**config.mk**
```make
export PLATFORM = sky130hd
export DESIGN_NAME = ppfifo_axi_stream_mux
export DESIGN_NICKNAME = d
export VERILOG_FILES = /design/src/rtl/ppfifo_axi_stream_mux.sv
export SDC_FILE = /design/constraint.sdc
export NUM_CORES = 1
export LEC_CHECK = 0
export BUFFER_PORTS_ARGS = -buffer_cell sky130_fd_sc_hd__buf_2
export CAP_MARGIN = 20
export CORE_MARGIN = 1.5
export CORE_UTILIZATION = 54
export CTS_BUF_LIST = sky130_fd_sc_hd__clkbuf_16
export CTS_CLUSTER_SIZE = 10
export DETAILED_ROUTE_END_ITERATION = 12
export PLACE_DENSITY = 0.88
export SETUP_SLACK_MARGIN = 0.15
export SLEW_MARGIN = 20
export SYNTH_ARGS = -nofsm -noshare
export SYNTH_HDL_FRONTEND = slang
export SYNTH_SLANG_ARGS = --single-unit
export TNS_END_PERCENT = 20
```
**constraint.sdc**
```tcl
create_clock -name i_axi_clk -period 6.57 [get_ports i_axi_clk]
set_input_delay 1.314 -clock i_axi_clk [delete_from_list [all_inputs] [get_ports i_axi_clk]]
set_output_delay 1.314 -clock i_axi_clk [all_outputs]
set_load 0.05 [all_outputs]
```
**src/rtl/ppfifo_axi_stream_mux.sv**
```systemverilog
`default_nettype none
// ============================================================================
// Module   : ppfifo_axi_stream_mux
// Purpose  : Arbitrates CHANNELS ping-pong FIFO read ports and drains one
//            whole block at a time onto a single AXI Stream master. Each
//            beat carries its source channel on o_axi_dest, and TLAST marks
//            the final word of each block.
// Options  : PPFIFO_AXIS_STRICT_PRIORITY_EN - when defined, the lowest
//            requesting channel index always wins and there is no
//            round-robin pointer.
// Revision : 1.0 - initial release
// ============================================================================
module ppfifo_axi_stream_mux #(
  parameter int DATA_WIDTH    = 32,
  parameter int CHANNELS      = 2,
  parameter int CHAN_ID_WIDTH = 1,
  parameter int SIZE_WIDTH    = 24
) (
  input  logic                                 i_axi_clk,
  input  logic                                 rst,
  input  logic [CHANNELS-1:0]                  i_ppfifo_rdy,
  output logic [CHANNELS-1:0]                  o_ppfifo_act,
  input  logic [CHANNELS*SIZE_WIDTH-1:0]       i_ppfifo_size,
  input  logic [CHANNELS*(DATA_WIDTH+1)-1:0]   i_ppfifo_data,
  output logic [CHANNELS-1:0]                  o_ppfifo_stb,
  input  logic                                 i_axi_ready,
  output logic                                 o_axi_valid,
  output logic [DATA_WIDTH-1:0]                o_axi_data,
  output logic                                 o_axi_last,
  output logic [3:0]                           o_axi_user,
  output logic [CHAN_ID_WIDTH-1:0]             o_axi_dest,
  output logic [31:0]                          o_debug
);

  typedef enum logic [1:0] {
    ST_IDLE     = 2'd0,
    ST_ACTIVATE = 2'd1,
    ST_STREAM   = 2'd2,
    ST_RELEASE  = 2'd3
  } state_t;

  state_t                    state_q, state_d;
  logic [CHANNELS-1:0]       act_q, act_d;
  logic [SIZE_WIDTH-1:0]     count_q, count_d;
  logic [SIZE_WIDTH-1:0]     size_q, size_d;
  logic [CHAN_ID_WIDTH-1:0]  chan_q, chan_d;

  logic [CHANNELS-1:0]       req;
  logic                      pick_found;
  logic [CHAN_ID_WIDTH-1:0]  pick_chan;
  logic [DATA_WIDTH:0]       cur_word;
  logic [SIZE_WIDTH-1:0]     cur_size;
  logic                      valid;
  logic                      handshake;
  logic                      last_beat;

  // A channel that is already activated must not be picked again.
  assign req      = i_ppfifo_rdy & ~act_q;
  assign cur_word = i_ppfifo_data[int'(chan_q)*(DATA_WIDTH+1) +: (DATA_WIDTH+1)];
  assign cur_size = i_ppfifo_size[int'(chan_q)*SIZE_WIDTH +: SIZE_WIDTH];

`ifdef PPFIFO_AXIS_STRICT_PRIORITY_EN
  // Fixed priority: the lowest-index requester wins.
  always_comb begin
    pick_found = 1'b0;
    pick_chan  = '0;
    for (int i = 0; i < CHANNELS; i++) begin
      if (!pick_found && req[i]) begin
        pick_found = 1'b1;
        pick_chan  = CHAN_ID_WIDTH'(i);
      end
    end
  end
`else
  logic [CHAN_ID_WIDTH-1:0] rr_q, rr_d;

  // Round-robin: search upward from the pointer, wrapping at CHANNELS.
  always_comb begin
    pick_found = 1'b0;
    pick_chan  = '0;
    for (int i = 0; i < CHANNELS; i++) begin
      if (!pick_found && req[(int'(rr_q) + i) % CHANNELS]) begin
        pick_found = 1'b1;
        pick_chan  = CHAN_ID_WIDTH'((int'(rr_q) + i) % CHANNELS);
      end
    end
  end

  // The pointer moves past the channel just served once its block is released.
  always_comb begin
    rr_d = rr_q;
    if (state_q == ST_RELEASE) begin
      rr_d = (chan_q == CHAN_ID_WIDTH'(CHANNELS - 1)) ? '0
                                                      : chan_q + CHAN_ID_WIDTH'(1);
    end
  end

  // Round-robin pointer register.
  always_ff @(posedge i_axi_clk or posedge rst) begin
    if (rst) rr_q <= '0;
    else     rr_q <= rr_d;
  end
`endif

  // Beat qualifiers are derived from registers only, so valid cannot glitch
  // on i_axi_ready.
  assign valid     = (state_q == ST_STREAM) && (count_q < size_q);
  assign handshake = valid & i_axi_ready;
  assign last_beat = valid && (count_q == size_q - SIZE_WIDTH'(1));

  // Next-state logic. Leaving STREAM on the final handshake keeps the
  // inter-block gap at RELEASE, IDLE and ACTIVATE only.
  always_comb begin
    state_d = state_q;
    act_d   = act_q;
    count_d = count_q;
    size_d  = size_q;
    chan_d  = chan_q;
    case (state_q)
      ST_IDLE: begin
        if (pick_found) begin
          chan_d            = pick_chan;
          act_d             = '0;
          act_d[pick_chan]  = 1'b1;
          count_d           = '0;
          state_d           = ST_ACTIVATE;
        end
      end
      ST_ACTIVATE: begin
        size_d  = cur_size;
        state_d = ST_STREAM;
      end
      ST_STREAM: begin
        if (handshake) count_d = count_q + SIZE_WIDTH'(1);
        if ((count_q == size_q) || (handshake && last_beat)) begin
          act_d[chan_q] = 1'b0;
          state_d       = ST_RELEASE;
        end
      end
      ST_RELEASE: begin
        state_d = ST_IDLE;
      end
      default: begin
        state_d = ST_IDLE;
      end
    endcase
  end

  // Control and datapath registers.
  always_ff @(posedge i_axi_clk or posedge rst) begin
    if (rst) begin
      state_q <= ST_IDLE;
      act_q   <= '0;
      count_q <= '0;
      size_q  <= '0;
      chan_q  <= '0;
    end else begin
      state_q <= state_d;
      act_q   <= act_d;
      count_q <= count_d;
      size_q  <= size_d;
      chan_q  <= chan_d;
    end
  end

  // Only the active channel is popped, and only on an accepted beat.
  always_comb begin
    o_ppfifo_stb         = '0;
    o_ppfifo_stb[chan_q] = handshake;
  end

  assign o_ppfifo_act = act_q;
  assign o_axi_valid  = valid;
  assign o_axi_data   = cur_word[DATA_WIDTH-1:0];
  assign o_axi_last   = last_beat;
  assign o_axi_user   = {3'b000, valid & cur_word[DATA_WIDTH]};
  assign o_axi_dest   = chan_q;
  assign o_debug      = {14'd0, i_axi_ready, valid, 8'(count_q), 4'(chan_q),
                         2'b00, state_q};

endmodule
`default_nettype wire

```
==> results of run 1 <==
-- per-layer routing --
| metal | share of wire | global-route usage |
|---|---|---|
| met1 | 0.39 | 0.370 |
| met4 | 0.024 | 0.0910 |
| met3 | 0.063 | 0.0508 |
| met2 | 0.52 | 0.547 |
| met5 | 0 | 0 |
-- per-stage QoR --
step           std cells  power [mW]  setup slack [ns]
2_1_floorplan        596        1.78              1.82
5_1_grt              826        2.54              1.59
6_report             826        2.39              1.71
3_3_place_gp         818        2.06              2.14
4_1_cts              826        2.38              1.75
3_5_place_dp         818        2.12              2.08
-- registers in the layout (all words and copies together) (netlist names) --
name / cells
count_q: 24
rr_q: 1
o_ppfifo_act: 2
o_axi_dest: 1
size_q: 24
state_q: 2
-- worst max-delay path: cells and delay by family, from the launching register on --
kind,cells,cell delay (ns)
buffers and inverters,2,0.41
AND/OR/NAND/NOR,5,1.73
flip-flops,1,0.44
adder cells (fa/ha/maj),1,0.28
AO/OA/AOI/OAI,2,0.39
-- report_power, final --
group	switching (mW)	total, mW	internal, mW
Clock	0.120	0.258	0.138
Sequential	0.175	0.612	0.437
Combinational	1.03	1.52	0.487
Total	1.33	2.39	1.06
-- final cells by class --
class                           count  area, sq um  area share
Clock buffer                        5          125      0.0216
Clock inverter                      3         12.5     0.00216
Inverter                           39          146      0.0253
Multi-Input combinational cell    442         3130       0.541
Timing Repair Buffer              175          886       0.153
Sequential cell                    54         1350       0.234
Tap cell                          108          135      0.0234
-- cells in the final DEF (no fill, tap or decap), types with 5 or more instances in the layout --
master	n
mux2i_1	28
a211oi_1	5
or3_1	8
clkbuf_16	5
and3_1	7
or4_1	10
conb_1	22
and2_1	9
inv_1	39
o31ai_1	9
nor2_1	50
xnor2_1	11
mux2_2	33
nand3_1	19
a21oi_1	48
xor2_1	16
nand4_1	14
nor3_1	12
ha_1	31
o21ai_0	17
nor4_1	9
dfrtp_1	53
buf_2	171
nand2_1	25
-- cell families (layout without fill, tap and decap cells) --
family	after synthesis	count (layout)	share of synthesized area
AND/OR/NAND/NOR	187	187	0.207
AO/OA/AOI/OAI	113	113	0.149
buffers and inverters	100	222	0.105
multiplexers	62	62	0.136
flip-flops	54	54	0.275
adder cells (fa/ha/maj)	31	31	0.0789
XOR/XNOR	27	27	0.0481
other	1	22	0.000763
-- worst max-delay path by stage --
stage,start,endpoint,slack (ns),cells past startpoint
CTS,size_q[0],o_axi_last,1.75,10
floorplan,size_q[1],o_axi_last,1.82,9
detailed placement,size_q[0],o_axi_last,2.08,10
global route,size_q[1],o_axi_last,1.59,10
finish,size_q[0],o_axi_last,1.71,10
global placement,size_q[0],o_axi_last,2.14,10
==> results_dict.tcl, run 1 <==
set metrics [dict create \
    slew_viol_final 0 \
    vias_per_cell 5.81 \
    async_flop_share 1.00 \
    antenna_found_initial 0 \
    period_minus_slack_ns 4.86 \
    io_pins 194 \
    drc 0 \
    die-height_um 98.4 \
    r2r_start "state_q[0]" \
    gp_congestion 1.03 \
    routed_wl_mm 14.9 \
    max_slew_margin 0.403 \
    diodes 0 \
    cts_buffers 5 \
    gr-total-overflow 0 \
    max_freq_mhz 206 \
    setup_viol 0 \
    max-cap-violations 0 \
    timing.reg2reg.setup_slack_ns 2.59 \
    yosysSeqAreaShare 0.275 \
    drtAntennaViolNets 0 \
    die_w_um 98.4 \
    clk_latency_ns 0.29 \
    required_ns 5.26 \
    grt_setup_unrepaired "no" \
    critPathSlowestCell "or4_4" \
    yosys.area.top_type "dfrtp_1" \
    clk_path_buf_depth 2 \
    drtPass1Iterations 7 \
    clk_pin_slew_worst_paths_ns 0.07 \
    syn2layout_area_growth_pct 17.7 \
    min_to "rr_q" \
    hp-class "reg -> reg" \
    p_leak_nw 2.90 \
    cts_htree_levels 2 \
    grt_pass1_vias 4607 \
    rr_worst_depth 9 \
    path_class "reg -> out" \
    synthFlopType "dfrtp_1" \
    final_nets 867 \
    vias 4800 \
    holdWs_ns 0.535 \
    numPortBuffers 171 \
    yosysMostFrequentCell "dfrtp_1" \
    dieArea_sq_um 9680 \
    worstPathMaxFanout 6 \
    syn_area_per_cell_sq_um 8.55 \
    grt_start_max_net_pins 66 \
    yosys.cell_types.count 63 \
    layout-drive-gt1-share 0.318 \
    grt_pass1_wl_mm 23.2 \
    crit_chain "inv_1 -> ha_1 -> nor4b_1 -> and4_1 -> o211ai_1 -> or4_4 -> a2111oi_4 -> nand2_1 -> nor3_1 -> buf_2" \
    nFillCells 756 \
    fin_crit_sh 0.739 \
    end_kind "output port" \
    irDropWorstVdd_uv 266 \
    cp.arrival_ns 3.54 \
    slowest_delay_ns 0.55 \
    fin_skew_ns 0.00634 \
    dpl.hpwl_mm 12.0 \
    start_kind "register" \
    synth_area_leaders "dfrtp_1, ha_1, mux2_2" \
    place_area_sq_um 5650 \
    cts.sinks 54 \
    r2r_end "count_q[19]" \
    dr.first_iter.drc_count 268 \
    outcome "complete, no violations" \
    syn_area_sq_um 4910 \
    synth_top_area_frac 0.275 \
    synthCells 575 \
    ys_warn_count 0 \
    fp-row-count 34 \
    post_drt_wl_per_cell_um 18.1 \
    hold_start "rr_q" \
    tritoncts "yes" \
    finalInstanceArea_sq_um 5780 \
    synth.ff_latch_count 54 \
    hold_viol_final 0 \
    ctsHoldBuffers 0 \
    grt_use_total 0.304 \
    fin_util 0.660 \
    synth_edf_count 0 \
    root_buffer "clkbuf_16" \
    design.core.area_sq_um 8760 \
    hold_path_depth 2 \
    synth_common_cells "dfrtp_1, nor2_1, a21oi_1" \
    initial_core_util 0.561 \
    postCtsSetupRepairBufs 0 \
    post_cts_resize_count 0 \
    power.density_nw_per_um2 413 \
    totalNegativeSetupSlack_ns 0 \
    worst_slew_pin_slew_ns 0.888 \
]
Note: power is estimated with default switching activity, not from simulation.
==> inputs of run 2 (changes only) <==
- CORE_UTILIZATION: 54 -> 50
- PLACE_DENSITY: 0.88 -> 0.82
- clock period: 6.57 -> 5 ns (I/O delays scaled with it)
==> run 2 against run 1 <==
Via count fell by 0.29%. Sequential power rose by 45%. Critical path depth did not move. Hold slack improved by 0.023 ns. Final area rose by 1.5%. Combinational power rose by 24%. Setup slack got worse by 1.2 ns. Sequential share of layout area fell by 0.30 points. Die area rose by 7.8%. First-iteration DRC count rose by 22%. Flip-flop and latch count did not move. Largest cell class unchanged.
==> results_dict.tcl, run 2 (same netlist as run 1, synthesis figures left out) <==
set metrics [dict create \
    period_minus_slack_ns 4.52 \
    clk_path_buf_depth 2 \
    fin_skew_ns 0.00542 \
    antenna_found_initial 0 \
    place_ws_ns 0.839 \
    hold_viol_final 0 \
    cts.sinks 54 \
    layout-drive-gt1-share 0.319 \
    syn2layout_area_growth_pct 19.4 \
    post_cts_resize_count 0 \
    die_w_um 102 \
    diodes 0 \
    root_buffer "clkbuf_16" \
    gr-total-overflow 0 \
    fin_crit_sh 0.904 \
    nFillCells 880 \
    crit_chain "inv_1 -> ha_1 -> nor4b_1 -> and4_1 -> o211ai_1 -> or4_4 -> a2111oi_4 -> nand2_1 -> nor3_1 -> buf_2" \
    irDropWorstVdd_uv 452 \
    fp-row-count 36 \
    clk_pin_slew_worst_paths_ns 0.07 \
    ctsHoldBuffers 0 \
    regArea_sq_um 1360 \
    dpl.hpwl_mm 11.3 \
    cts_buffers 5 \
    required_ns 4.00 \
    grt_setup_unrepaired "no" \
    cp.arrival_ns 3.52 \
    totalNegativeSetupSlack_ns 0 \
    grt_pass1_wl_mm 22.3 \
    cts_htree_levels 2 \
    numPortBuffers 171 \
    power.density_nw_per_um2 549 \
    clk_latency_ns 0.30 \
    p_leak_nw 2.92 \
    mostFrequentLayoutCell "buf_2" \
    die-height_um 102 \
    path_buf_inv 2 \
    post_drt_wl_per_cell_um 16.6 \
    drc 0 \
    outcome "complete, no violations" \
    setup_viol 0 \
    worst_slew_pin_slew_ns 0.893 \
    drtAntennaViolNets 0 \
    start_kind "register" \
    design.core.area_sq_um 9640 \
    worstPathMaxFanout 6 \
    grt_pass1_vias 4579 \
    vias_per_cell 5.62 \
    tritoncts "yes" \
    end_kind "output port" \
    top_regs "count_q (24), size_q (24)" \
    grt_start_max_net_pins 55 \
    postCtsSetupRepairBufs 0 \
    fin_util 0.609 \
    critPathTopFamily "simple AND/OR/NAND/NOR gates" \
    vias 4786 \
    timing.reg2reg.setup_slack_ns 1.11 \
    final_nets 867 \
    max_slew_margin 0.399 \
    slowest_delay_ns 0.56 \
    routed_wl_mm 14.1 \
    most-common-layout-cells "buf_2, dfrtp_1, nor2_1" \
    io_pins 194 \
    max_freq_mhz 221 \
    hp-class "reg -> reg" \
    initial_core_util 0.510 \
    grt_use_total 0.274 \
    drtPass1Iterations 5 \
    dr.first_iter.drc_count 327 \
    gp_congestion 1.04 \
    critPathSlowestCell "nor4b_1" \
    path_class "reg -> out" \
    slew_viol_final 0 \
    dieArea_sq_um 10400 \
    postLayoutSetupSlackWorst_ns 0.480 \
    max-cap-violations 0 \
    multi_input_area_sq_um 3130 \
]
[run 2: cell count changes in the layout (fill, tap and decap cells not counted)]
cell / before / now
inv_1: 39 / 38
bufinv_16: 0 / 2
clkinv_2: 1 / 0
dfrtp_4: 0 / 1
dfrtp_2: 1 / 0
[run 2: worst register-to-register path: cells and delay by family (launching register included)]
family          cells  cell delay (ns)
fa+ha+maj           1             0.30
buf+inv             1             0.14
compound gates      4             1.43
flops               1             0.46
simple gates        4             1.48
[run 2: final cells by class]
type | count | area share
inverters | 39 | 0.0249
well taps | 133 | 0.0284
repair buffers | 175 | 0.151
flip-flops and latches | 54 | 0.231
multi-input cells | 442 | 0.533
clock buffers | 5 | 0.0213
clock inverters | 3 | 0.0109
[run 2: per-layer routing]
metal  wire (um)  track usage
met1        5730        0.350
met4         541        0.106
met2        6780        0.467
met3        1040       0.0424
met5           0            0
[run 2: final timing paths]
path / start / end / cells past startpoint
min: rr_q / rr_q / 2
max: size_q[0] / o_axi_last / 10
min reg2reg: rr_q / rr_q / 2
max in group asynchronous: rst / o_axi_dest / 3
min in group asynchronous: rst / o_ppfifo_act[1] / 3
max reg2reg: size_q[9] / count_q[15] / 10
[run 2: stage by stage]
step	power, mW	cells	instance area (sq um)	hold WS, ns
3_3_place_gp	2.70	843	5680	0.521
3_5_place_dp	2.76	843	5680	0.555
5_1_grt	3.42	851	5870	0.604
4_1_cts	3.22	851	5870	0.566
6_report	3.22	851	5870	0.558
2_1_floorplan	2.34	596	4990	0.487
[run 2: report_power, final]
| part | total [mW] | switching [mW] | internal [mW] | leakage, nW |
|---|---|---|---|---|
| clock network | 0.448 | 0.163 | 0.285 | 0.0915 |
| registers | 0.886 | 0.312 | 0.575 | 0.669 |
| logic | 1.89 | 1.25 | 0.637 | 2.16 |
| total | 3.22 | 1.73 | 1.50 | 2.92 |
==> inputs of run 3 (changes only) <==
- ABC_AREA: not set -> 1
- CORE_UTILIZATION: 50 -> 51
- TNS_END_PERCENT: 20 -> not set
==> run 3 against run 2 <==
Synthesized cell count is 45% higher. First-iteration DRC count is 50% higher. Flip-flop and latch count stayed put. Final area is 5.3% higher. Utilization is 1.5 points higher.
==> results_dict.tcl, run 3 <==
set metrics [dict create \
    outcome "complete, no violations" \
    grt_pass1_vias 5360 \
    mostFrequentLayoutCell "nand2_1" \
    timing.reg2reg.setup_slack_ns 1.95 \
    synth_simple_gate_area_frac 0.372 \
    routed_wl_mm 15.8 \
    clk_latency_ns 0.30 \
    fin_crit_sh 0.744 \
    grt_start_max_net_pins 63 \
    synth.area.mux_share 0 \
    synth-adder-area-share 0.0734 \
    vias_per_cell 5.30 \
    place_ws_ns 1.69 \
    totalNegativeSetupSlack_ns 0 \
    cts_htree_levels 2 \
    diodes 0 \
    critPathSlowestCell "dfrtp_1" \
    synth-xor-area-share 0.0415 \
    path_class "reg -> out" \
    numPortBuffers 171 \
    clk_path_buf_depth 2 \
    drtPass1Iterations 5 \
    wl_met2_mm 7.77 \
    crit_chain "inv_1 -> ha_1 -> inv_1 -> nand2_1 -> nor2_1 -> o21ai_0 -> nor4_1 -> nand3_1 -> nor3_1 -> nand3_1 -> nor2_1 -> buf_2" \
    grt_pass1_wl_mm 25.3 \
    synth_compound_area_frac 0.126 \
    syn_area_sq_um 5280 \
    ys_warn_count 0 \
    wirelength_met1_mm 6.69 \
    layout-drive-gt1-share 0.217 \
    dpl.hpwl_mm 12.4 \
    power.density_nw_per_um2 586 \
    max-cap-violations 0 \
    routed.top_layer "met4" \
    design.core.area_sq_um 9910 \
    grt_setup_unrepaired "no" \
    hp-class "reg -> reg" \
    nFillCells 984 \
    yosysSeqAreaShare 0.256 \
    die_w_um 105 \
    post_drt_wl_per_cell_um 14.2 \
    fin_util 0.623 \
    dr.first_iter.drc_count 491 \
    cts.sinks 54 \
    synth_common_cells "nand2_1, nor2_1, inv_1" \
    synth_top_area_frac 0.256 \
    grt_use_total 0.284 \
    postCtsSetupRepairBufs 0 \
    max_slew_margin 0.527 \
    worstPathMaxFanout 7 \
    p_leak_nw 3.31 \
    postLayoutSetupSlackWorst_ns 1.28 \
    syn2layout_area_growth_pct 17.0 \
    final_cells 1107 \
    yosys.cell_types.count 44 \
    antenna_found_initial 0 \
    top_regs "count_q (24), size_q (24)" \
    vias 5870 \
    required_ns 4.00 \
    root_buffer "clkbuf_16" \
    slew_viol_final 0 \
    gr-total-overflow 0 \
    place_inst 1099 \
    period_minus_slack_ns 3.72 \
    dieArea_sq_um 11000 \
    worst_slew_pin_slew_ns 0.710 \
    synthFlopType "dfrtp_1" \
    yosysMostFrequentCell "nand2_1" \
    syn_area_per_cell_sq_um 6.36 \
    fin_skew_ns 0.00883 \
    async_flop_share 1.00 \
    tritoncts "yes" \
    fp-row-count 36 \
    clk_pin_slew_worst_paths_ns 0.08 \
    die-height_um 105 \
    max_freq_mhz 269 \
    irDropWorstVdd_uv 639 \
    most-common-layout-cells "nand2_1, buf_2, nor2_1" \
    drc 0 \
    holdWs_ns 0.539 \
    synth_area_leaders "dfrtp_1, nand2_1, ha_1" \
    synth.ff_latch_count 54 \
    drtAntennaViolNets 0 \
    ctsHoldBuffers 0 \
    hold_viol_final 0 \
    end_kind "output port" \
    gp_congestion 0.945 \
    cts_buffers 5 \
    synth_edf_count 0 \
    final_nets 1123 \
    cp.arrival_ns 2.72 \
    yosys.area.top_type "dfrtp_1" \
    post_cts_resize_count 0 \
    met3WireLength_mm 1.12 \
    initial_core_util 0.533 \
    synth_top_family_by_area "simple AND/OR/NAND/NOR gates" \
    synthCells 831 \
    io_pins 194 \
    slowest_delay_ns 0.44 \
    start_kind "register" \
    setup_viol 0 \
]
## run 3: changes by cell type after synthesis, moves of 23 or more
| cell | previous run | this run |
|---|---|---|
| nand2_1 | 25 | 258 |
| nor2_1 | 50 | 100 |
| inv_1 | 39 | 79 |
| mux2_2 | 33 | 0 |
| a21oi_1 | 48 | 19 |
| mux2i_1 | 28 | 0 |
| nand3_1 | 19 | 43 |
| o21ai_0 | 17 | 40 |
| o22ai_1 | 1 | 24 |
## run 3: cell type report
type	instances	area, sq um	share of cell area
Clock buffer	5	125	0.0203
Clock inverter	3	17.5	0.00284
Inverter	83	313	0.0506
Multi-Input combinational cell	654	3320	0.537
Sequential cell	54	1350	0.219
Tap cell	133	166	0.0269
Timing Repair Buffer	175	886	0.143
## run 3: worst max-delay path, delay by kind of cell, from the launching register on
kind            cells  cell delay [ns]
fa+ha+maj           1             0.32
compound gates      1             0.11
flops               1             0.44
buf+inv             3             0.44
simple gates        7             1.12
## run 3: logic make-up after synthesis
logic type,count (synthesis)
and+or+nand+nor,463
AOI/OAI and AO/OA,113
DFF,54
xor gates and xnor gates,25
other,1
buffers and inverters,144
adders and majority gates,31
## run 3: final timing paths
path	startpoint	endpoint	depth (start not counted)
hold / removal	count_q[8]	count_q[8]	1
hold reg to reg	count_q[8]	count_q[8]	1
min in group asynchronous	rst	count_q[2]	3
setup reg to reg	size_q[15]	count_q[14]	15
setup / recovery	count_q[0]	o_axi_last	12
max in group asynchronous	rst	o_axi_dest	3
## run 3: stage by stage
step                      total power, mW  instance area (sq um)
after floorplan                      2.71                   5360
after global placement               3.24                   6040
after detailed placement             3.25                   6040
after CTS                            3.61                   6180
after global routing                 3.93                   6180
final                                3.62                   6180
## run 3: layer usage
| layer | vias up | global-route usage |
|---|---|---|
| met5 | - | 0 |
| met4 | 0 | 0.0675 |
| met2 | 269 | 0.494 |
| met1 | 2660 | 0.373 |
| li1 | 2925 | - |
| met3 | 16 | 0.0381 |
## run 3: power breakdown
part | internal, mW | switching, mW | leakage (nW)
clock | 0.186 | 0.172 | 0.0754
sequential | 0.574 | 0.165 | 0.696
combinational | 0.671 | 1.85 | 2.54
total | 1.43 | 2.19 | 3.31
